**config.mk**
```make
export PLATFORM = sky130hd
export DESIGN_NAME = vend_ctrl_multi
export DESIGN_NICKNAME = d
export VERILOG_FILES = /design/src/rtl/vend_ctrl_multi.sv
export SDC_FILE = /design/constraint.sdc
export NUM_CORES = 1
export LEC_CHECK = 0
export ABC_AREA = 1
export BUFFER_PORTS_ARGS = -buffer_cell sky130_fd_sc_hd__buf_2
export CAP_MARGIN = 20
export CORE_UTILIZATION = 40
export CTS_CLUSTER_SIZE = 20
export DETAILED_ROUTE_END_ITERATION = 6
export GPL_TIMING_DRIVEN = 0
export PLACE_DENSITY = 0.68
export SLEW_MARGIN = 20
export SYNTH_ARGS = -nofsm -noshare
export SYNTH_HDL_FRONTEND = slang
export SYNTH_SLANG_ARGS = --single-unit
export TNS_END_PERCENT = 10
```
**constraint.sdc**
```tcl
create_clock -name clk -period 3.18 [get_ports clk]
set_input_delay 0.318 -clock clk [delete_from_list [all_inputs] [get_ports clk]]
set_output_delay 0.318 -clock clk [all_outputs]
set_load 0.005 [all_outputs]
```
**src/rtl/vend_ctrl_multi.sv**
```systemverilog
// Multi-product vending controller: coin credit accumulation, per-product
// stock tracking, single-cycle vend and refund phases, bulk restock.
//
//  state     | meaning
//  ----------+-------------------------------------------------------
//  S_IDLE    | no credit held; coins open a transaction, restock allowed
//  S_COLLECT | credit held; waiting for more coins, a selection or cancel
//  S_VEND    | dispense pulse cycle; remainder decides refund or idle
//  S_REFUND  | change pulse cycle; credit returned, back to idle next
module vend_ctrl_multi #(
  parameter int N_PROD     = 4,
  parameter int AMT_W      = 6,
  parameter int PRICE_STEP = 5,
  parameter int MAX_CREDIT = 40,
  parameter int STOCK_W    = 4,
  parameter int STOCK_INIT = 8,
  parameter int SEL_W      = (N_PROD > 1) ? $clog2(N_PROD) : 1
) (
  input  logic              clk,
  input  logic              rst_n,
  input  logic              coin_valid,
  input  logic [AMT_W-1:0]  coin_amt,
  input  logic              sel_valid,
  input  logic [SEL_W-1:0]  sel_id,
  input  logic              cancel,
  input  logic              restock,
  output logic [AMT_W-1:0]  credit,
  output logic              coin_accept,
  output logic              coin_reject,
  output logic              sel_reject,
  output logic              vend,
  output logic [SEL_W-1:0]  vend_id,
  output logic              change_valid,
  output logic [AMT_W-1:0]  change_amt,
  output logic [N_PROD-1:0] sold_out,
  output logic              busy
);

  typedef enum logic [1:0] {S_IDLE, S_COLLECT, S_VEND, S_REFUND} state_t;

  state_t               state;
  logic [STOCK_W-1:0]   stock [N_PROD];

  logic [AMT_W:0]       coin_sum;
  logic                 coin_nz;
  logic                 coin_ok;
  logic [AMT_W:0]       sel_price;
  logic                 sel_ok;

  // Coin acceptance check, evaluated one bit wider so overflow cannot hide a ceiling breach
  always_comb begin
    coin_sum = {1'b0, credit} + {1'b0, coin_amt};
    coin_nz  = coin_valid && (coin_amt != '0);
    coin_ok  = coin_nz && (coin_sum <= (AMT_W+1)'(MAX_CREDIT));
  end

  // Selection legality: index in range, product in stock, enough credit
  always_comb begin
    sel_price = '0;
    sel_ok    = 1'b0;
    if (int'(sel_id) < N_PROD) begin
      sel_price = (AMT_W+1)'((int'(sel_id) + 1) * PRICE_STEP);
      sel_ok    = !sold_out[sel_id] && ({1'b0, credit} >= sel_price);
    end
  end

  // Sold-out flags follow the stock counters directly
  always_comb begin
    sold_out = '0;
    for (int i = 0; i < N_PROD; i++) sold_out[i] = (stock[i] == '0);
  end

  // Main controller: state, credit, stock and all registered pulses
  always_ff @(posedge clk) begin
    if (!rst_n) begin
      state        <= S_IDLE;
      credit       <= '0;
      coin_accept  <= 1'b0;
      coin_reject  <= 1'b0;
      sel_reject   <= 1'b0;
      vend         <= 1'b0;
      vend_id      <= '0;
      change_valid <= 1'b0;
      change_amt   <= '0;
      busy         <= 1'b0;
      for (int i = 0; i < N_PROD; i++) stock[i] <= STOCK_W'(STOCK_INIT);
    end else begin
      coin_accept  <= 1'b0;
      coin_reject  <= 1'b0;
      sel_reject   <= 1'b0;
      vend         <= 1'b0;
      vend_id      <= '0;
      change_valid <= 1'b0;
      change_amt   <= '0;
      case (state)
        S_IDLE: begin
          // nothing to buy with zero credit; cancel has nothing to refund
          if (sel_valid) sel_reject <= 1'b1;
          if (coin_ok) begin
            credit      <= coin_sum[AMT_W-1:0];
            coin_accept <= 1'b1;
            state       <= S_COLLECT;
          end else if (coin_nz) begin
            coin_reject <= 1'b1;
          end
          if (restock)
            for (int i = 0; i < N_PROD; i++) stock[i] <= STOCK_W'(STOCK_INIT);
        end
        S_COLLECT: begin
          if (cancel) begin
            change_valid <= 1'b1;
            change_amt   <= credit;
            credit       <= '0;
            state        <= S_REFUND;
            busy         <= 1'b1;
            if (coin_nz) coin_reject <= 1'b1;
          end else if (sel_valid && sel_ok) begin
            vend           <= 1'b1;
            vend_id        <= sel_id;
            credit         <= credit - sel_price[AMT_W-1:0];
            stock[sel_id]  <= stock[sel_id] - 1'b1;
            state          <= S_VEND;
            busy           <= 1'b1;
            if (coin_nz) coin_reject <= 1'b1;
          end else begin
            // a refused selection does not consume the coin slot
            if (sel_valid) sel_reject <= 1'b1;
            if (coin_ok) begin
              credit      <= coin_sum[AMT_W-1:0];
              coin_accept <= 1'b1;
            end else if (coin_nz) begin
              coin_reject <= 1'b1;
            end
          end
        end
        S_VEND: begin
          if (coin_nz)   coin_reject <= 1'b1;
          if (sel_valid) sel_reject  <= 1'b1;
          if (credit != '0) begin
            change_valid <= 1'b1;
            change_amt   <= credit;
            credit       <= '0;
            state        <= S_REFUND;
          end else begin
            state <= S_IDLE;
            busy  <= 1'b0;
          end
        end
        default: begin
          if (coin_nz)   coin_reject <= 1'b1;
          if (sel_valid) sel_reject  <= 1'b1;
          state <= S_IDLE;
          busy  <= 1'b0;
        end
      endcase
    end
  end

endmodule

```
# --- Yosys cells after proc, flatten, opt, wreduce, memory -nomap -nowiden ---
# Memories as Yosys holds them, arrays and structs flattened.
# Index checks and enable logic that the tools add are counted.
op_classes:
  eq_ne: 6
  order_cmp: 3
  bitwise_logic: 8
  n_reduce_logical: 18
  n_mul: 1
  add_sub_neg: 4
  muxes: 52
op_table:
  columns: ["operator", "count"]
  rows:
  - ["two-way mux 6 bit", 6]
  - ["two-way mux 1 bit", 28]
  - ["two-way mux 4 bit", 5]
  - ["case mux 6 bit (3 select lines)", 1]
  - ["zero test 4 bit", 4]
  - ["case mux 6 bit (2 select lines)", 1]
  - ["nonzero test 6 bit", 2]
  - ["two-way mux 2 bit", 5]
  - ["OR reduction 4 bit", 2]
  - ["adder 6 x 6 -> 7 bit", 1]
  - ["<= comparator 7 x 6 -> 1 bit (second input constant)", 1]
  - [">= comparator 6 bit", 1]
  - ["multiplier 3 x 3 -> 6 bit (second input constant)", 1]
  - ["inequality test 2 bit (second input constant)", 3]
  - ["case mux 1 bit (2 select lines)", 3]
  - ["case mux 2 bit (3 select lines)", 1]
  - ["subtractor 6 bit", 1]
  - ["logical AND 1 bit", 4]
  - ["inverter 1 bit", 4]
  - ["OR 1 bit", 4]
  - ["AND reduction 2 bit", 2]
  - ["subtractor 4 x 1 -> 4 bit (second input constant)", 1]
  - ["adder 2 x 1 -> 3 bit (second input constant)", 1]
  - ["< comparator 2 x 3 -> 1 bit (second input constant)", 1]
  - ["other kinds (9)", 9]
totals:
  wordCells: 103
  inputBits: 14
  memories: 1
  reg_bits: 22
  output_inout_bits: 24
  ram_bits: 16
memory_table:
  columns: ["name", "words", "width", "rd", "rd_clocked_by_memory_dff", "wr", "line_no", "rtl"]
  rows:
  - ["stock", 4, 4, 5, 0, 4, "42", "logic [STOCK_W-1:0] stock [N_PROD];"]

# --- Logic depth before layout (Yosys ltp) ---
# An unclocked memory read counts as a cell.
depth:
  depth_word: 14
  ltp_mapped: 16
  depth_no_buf: 15

# --- Least setup slack after synthesis ---
# No wires, ideal clock.
synth_timing:
  kind: "input -> register"
  start: "input port sel_id[0]"
  end: "memory stock[0][0] (enable)"
  arrival_time_ps: 2135
  setup_time_ps: 308
  n_path_buf: 1
  required_time_ps: 2872
  cell_stages: 15
  path_slack_ps: 737
  path_cell_list: "inv_2 -> buf_4 -> ha_1 -> nand3_1 -> ha_1 -> nand2_1 -> inv_2 -> nand3_1 -> nand3_1 -> nor2_2 -> nor2_8 -> nand4_4 -> inv_4 -> nand2_2 -> nand2_1"
synth_rtl:
  columns: ["element", "line_no", "rtl"]
  rows:
  - ["from (decl)", "24", "input logic [SEL_W-1:0] sel_id,"]
  - ["to (decl)", "42", null]

==> reports/results.ini <==
[synthesis]
synth.yosys.warnings=0
post_syn_instances=358
synth.net_count=396
postSynth.topFlopCell=dfxtp_1
yosys.cell_types.count=42
synth-seq-area-share=0.3392
synth_edf_count=16
syn_area_per_cell_um2=7.584
synth-seq-cells=38
ys_async_sr_fraction=0
mappedNetlistArea_um2=2715

[sta]
final.min_clock_period_ps=2626
tightest_slew_ps=634.2
setup_violations=0
period_share=0.8259
finClkSkew_ps=8.661
setup_total_negative_slack_ps=0
hold_violations=0
rsz0062_at_grt=false
timing.final.ws_setup_ps=553.6
slew-limit-headroom=0.5772
fin_hold_ws_ps=271.0
timing.fmax_mhz=380.8
maxSlewViolCount=0

[setup_path]
timing.critical_path.from_type=input port
path_max_fanout=12
worst_ep_required_time_ps=3180
path_class=input port to flip-flop
cp_data_arrival_time_ps=2620
worst_setup_path_end_kind=flip-flop

[grt]
antenna_found_initial=0
grt_use_total=0.1968
grt_start_max_net_pins=13
grt_first_pass_wirelength_mm=11.04
globalRouteOverflowTotal=0
grt_pass1_vias=2297

[power_and_ir_drop]
swShare=0.4617
power.clock.fraction=0.165
leakage_nw=1.496
p_per_area_nw_per_um2=797.4
seq_power_share=0.286
switching_power_mw=1.139
max-vdd-ir-drop_v=0.0003884
intPower_mw=1.328
combPwrFrac=0.549

[floorplan]
die_h_um=84.39
die_area_um2=7121
io-pin-count=38
num_rows=29
placeableCoreArea_um2=6459
initial_utilization=0.4204
die_w_um=84.39

[cts]
cts.clk_slew.worst_paths_ps=70
htree_num_levels=2
cts_hold_buf=0
cts.repair.resized=0
post-cts-setup-buffers=0
cts_bufs_inserted=5
cts_sinks=38
cts_tree=yes
clock_latency_of_the_later_clocked_register_in_the_worst_skew_pair_ps=300
clock_path_buffers=2
cts_root_buf=clkbuf_8

[layout]
stdcell_count=478
regArea_um2=920.9
fin_nets=438
num-fill-cells=661
number_of_antenna_cells_inserted=0
area_used_by_multi_input_combinational_logic_um2=1568
area.growth.synth_to_final_pct=13.92
layout-drive-gt1-share=0.2020

[route]
post_drt_via_cell_ratio=5.243
drt.antenna.violating_nets=0
wl_met1_mm=3.000
met2RoutedLength_mm=2.933
post_detailed_routing_wire_length_mm=6.408
route.met3.wl_um=367
drc_violations_left=4
drt-initial-drc-count=148
highest-signal-layer=met4
via_count=2506
routed_wire_length_per_instance_um=13.41
drt-pass1-iter-count=7

[worst_hold_path]
min_delay_worst_type=input port to flip-flop

[status]
violations_in_the_final_reports=design-rule violations
run_status=finished, violations left

[placement]
finalWeightedCongestion=0.9187
io_buffers=35
cell_count_after_placement=470
post-dp-hpwl_mm=5.022
placement.setup.worst_slack_ps=198.4

[job]
maxCapViolCount=0

-- cells in the final DEF (no fill, tap or decap), drive strengths merged --
cell,netlist,routed
inv,47,47
xnor2,1,1
a21boi,1,1
xor2,2,2
nor2,41,41
fa,2,2
dfxtp,22,22
nor3b,2,2
o22ai,1,1
clkbuf,1,7
a32oi,1,1
buf,4,39
or2,1,1
nand3,35,35
and2,1,1
edfxtp,16,16
o21ai,6,6
nor4,4,4
nand3b,1,1
ha,22,22
clkinv,1,2
a21oi,28,28
a32o,2,2
nor3,6,6
nand4,16,16
nand2,94,94
bufinv,0,1
-- worst max-delay path, cell delays in order --
cell,delay (ps)
buf_2,150
inv_2,70
buf_4,180
ha_1,350
nand3_1,120
ha_1,350
nand2_1,80
inv_2,60
nand3_1,90
nand3_1,90
nor2_2,70
nor2_8,170
nand4_4,130
inv_4,150
nand2_2,90
nand2_1,150
-- routing by layer --
layer  track usage  up-vias
met5             0        -
met4       0.08166        0
met3       0.04031       10
met2        0.3145       70
met1        0.2606     1149
li1              -     1277
-- power groups by stage --
stage          sequential, mW  combinational [mW]  clock [mW]
4_1_cts                 0.704                1.36       0.417
2_1_floorplan           0.686                1.05           0
6_report                0.705                1.36       0.407
3_5_place_dp            0.716                1.35           0
5_1_grt                 0.720                1.54       0.438
3_3_place_gp            0.713                1.32           0
-- stage by stage --
step	utilization	power (mW)	cell area [um2]
final	0.4789	2.466	3093
after global routing	0.4789	2.701	3093
after CTS	0.4789	2.477	3093
after detailed placement	0.4624	2.061	2987
after global placement	0.4624	2.038	2987
after floorplan	-	1.733	2715
-- cell families after synthesis --
| group | count (synthesis) | synth area share |
|---|---|---|
| AND/OR/NAND/NOR | 201 | 0.3650 |
| buffers and inverters | 53 | 0.08341 |
| AO/OA/AOI/OAI | 39 | 0.08388 |
| flip-flops | 38 | 0.3392 |
| adder cells (fa/ha/maj) | 24 | 0.1161 |
| XOR/XNOR | 3 | 0.01245 |
-- area by class of cell --
cell class / count / area share
multi-input cells: 267 / 0.5069
plain buffers: 5 / 0.01416
clock inverters: 2 / 0.01092
clock buffers: 6 / 0.02346
inverters: 48 / 0.05906
well taps: 77 / 0.03115
flip-flops and latches: 38 / 0.2977
repair buffers: 35 / 0.05663
-- worst paths after layout --
check	from	to	slack, ps	cells past startpoint
worst max-delay path	sel_id[0]	stock[1][1]	550	16
worst min-delay path	rst_n	state[1]	270	3
worst max register to register	credit[0]	stock[1][1]	630	12
worst min register to register	busy	busy	490	2
-- flip-flops by register name (all words and copies together), names as in the netlist --
| signal | count |
|---|---|
| stock | 16 |
| change_amt | 6 |
| credit | 6 |
| state | 2 |
| vend_id | 2 |
| busy | 1 |
| change_valid | 1 |
| coin_accept | 1 |
| coin_reject | 1 |
| sel_reject | 1 |
| vend | 1 |
-- cells in the mapped netlist, types with 3 or more instances --
| library cell | instances | share of area |
|---|---|---|
| nand2_1 | 80 | 0.11 |
| inv_1 | 39 | 0.054 |
| nor2_1 | 36 | 0.050 |
| nand3_1 | 32 | 0.059 |
| a21oi_1 | 27 | 0.050 |
| dfxtp_1 | 22 | 0.16 |
| ha_1 | 22 | 0.10 |
| edfxtp_1 | 16 | 0.18 |
| nand4_1 | 15 | 0.035 |
| nand2_2 | 11 | 0.025 |
| inv_2 | 7 | 0.0097 |
| nor3_1 | 6 | 0.011 |
| nor4_1 | 4 | 0.0092 |
| nand2_4 | 3 | 0.012 |
| nor2_2 | 3 | 0.0069 |
| o21ai_0 | 3 | 0.0055 |
No activity file was read; power rests on OpenSTA's default activity.
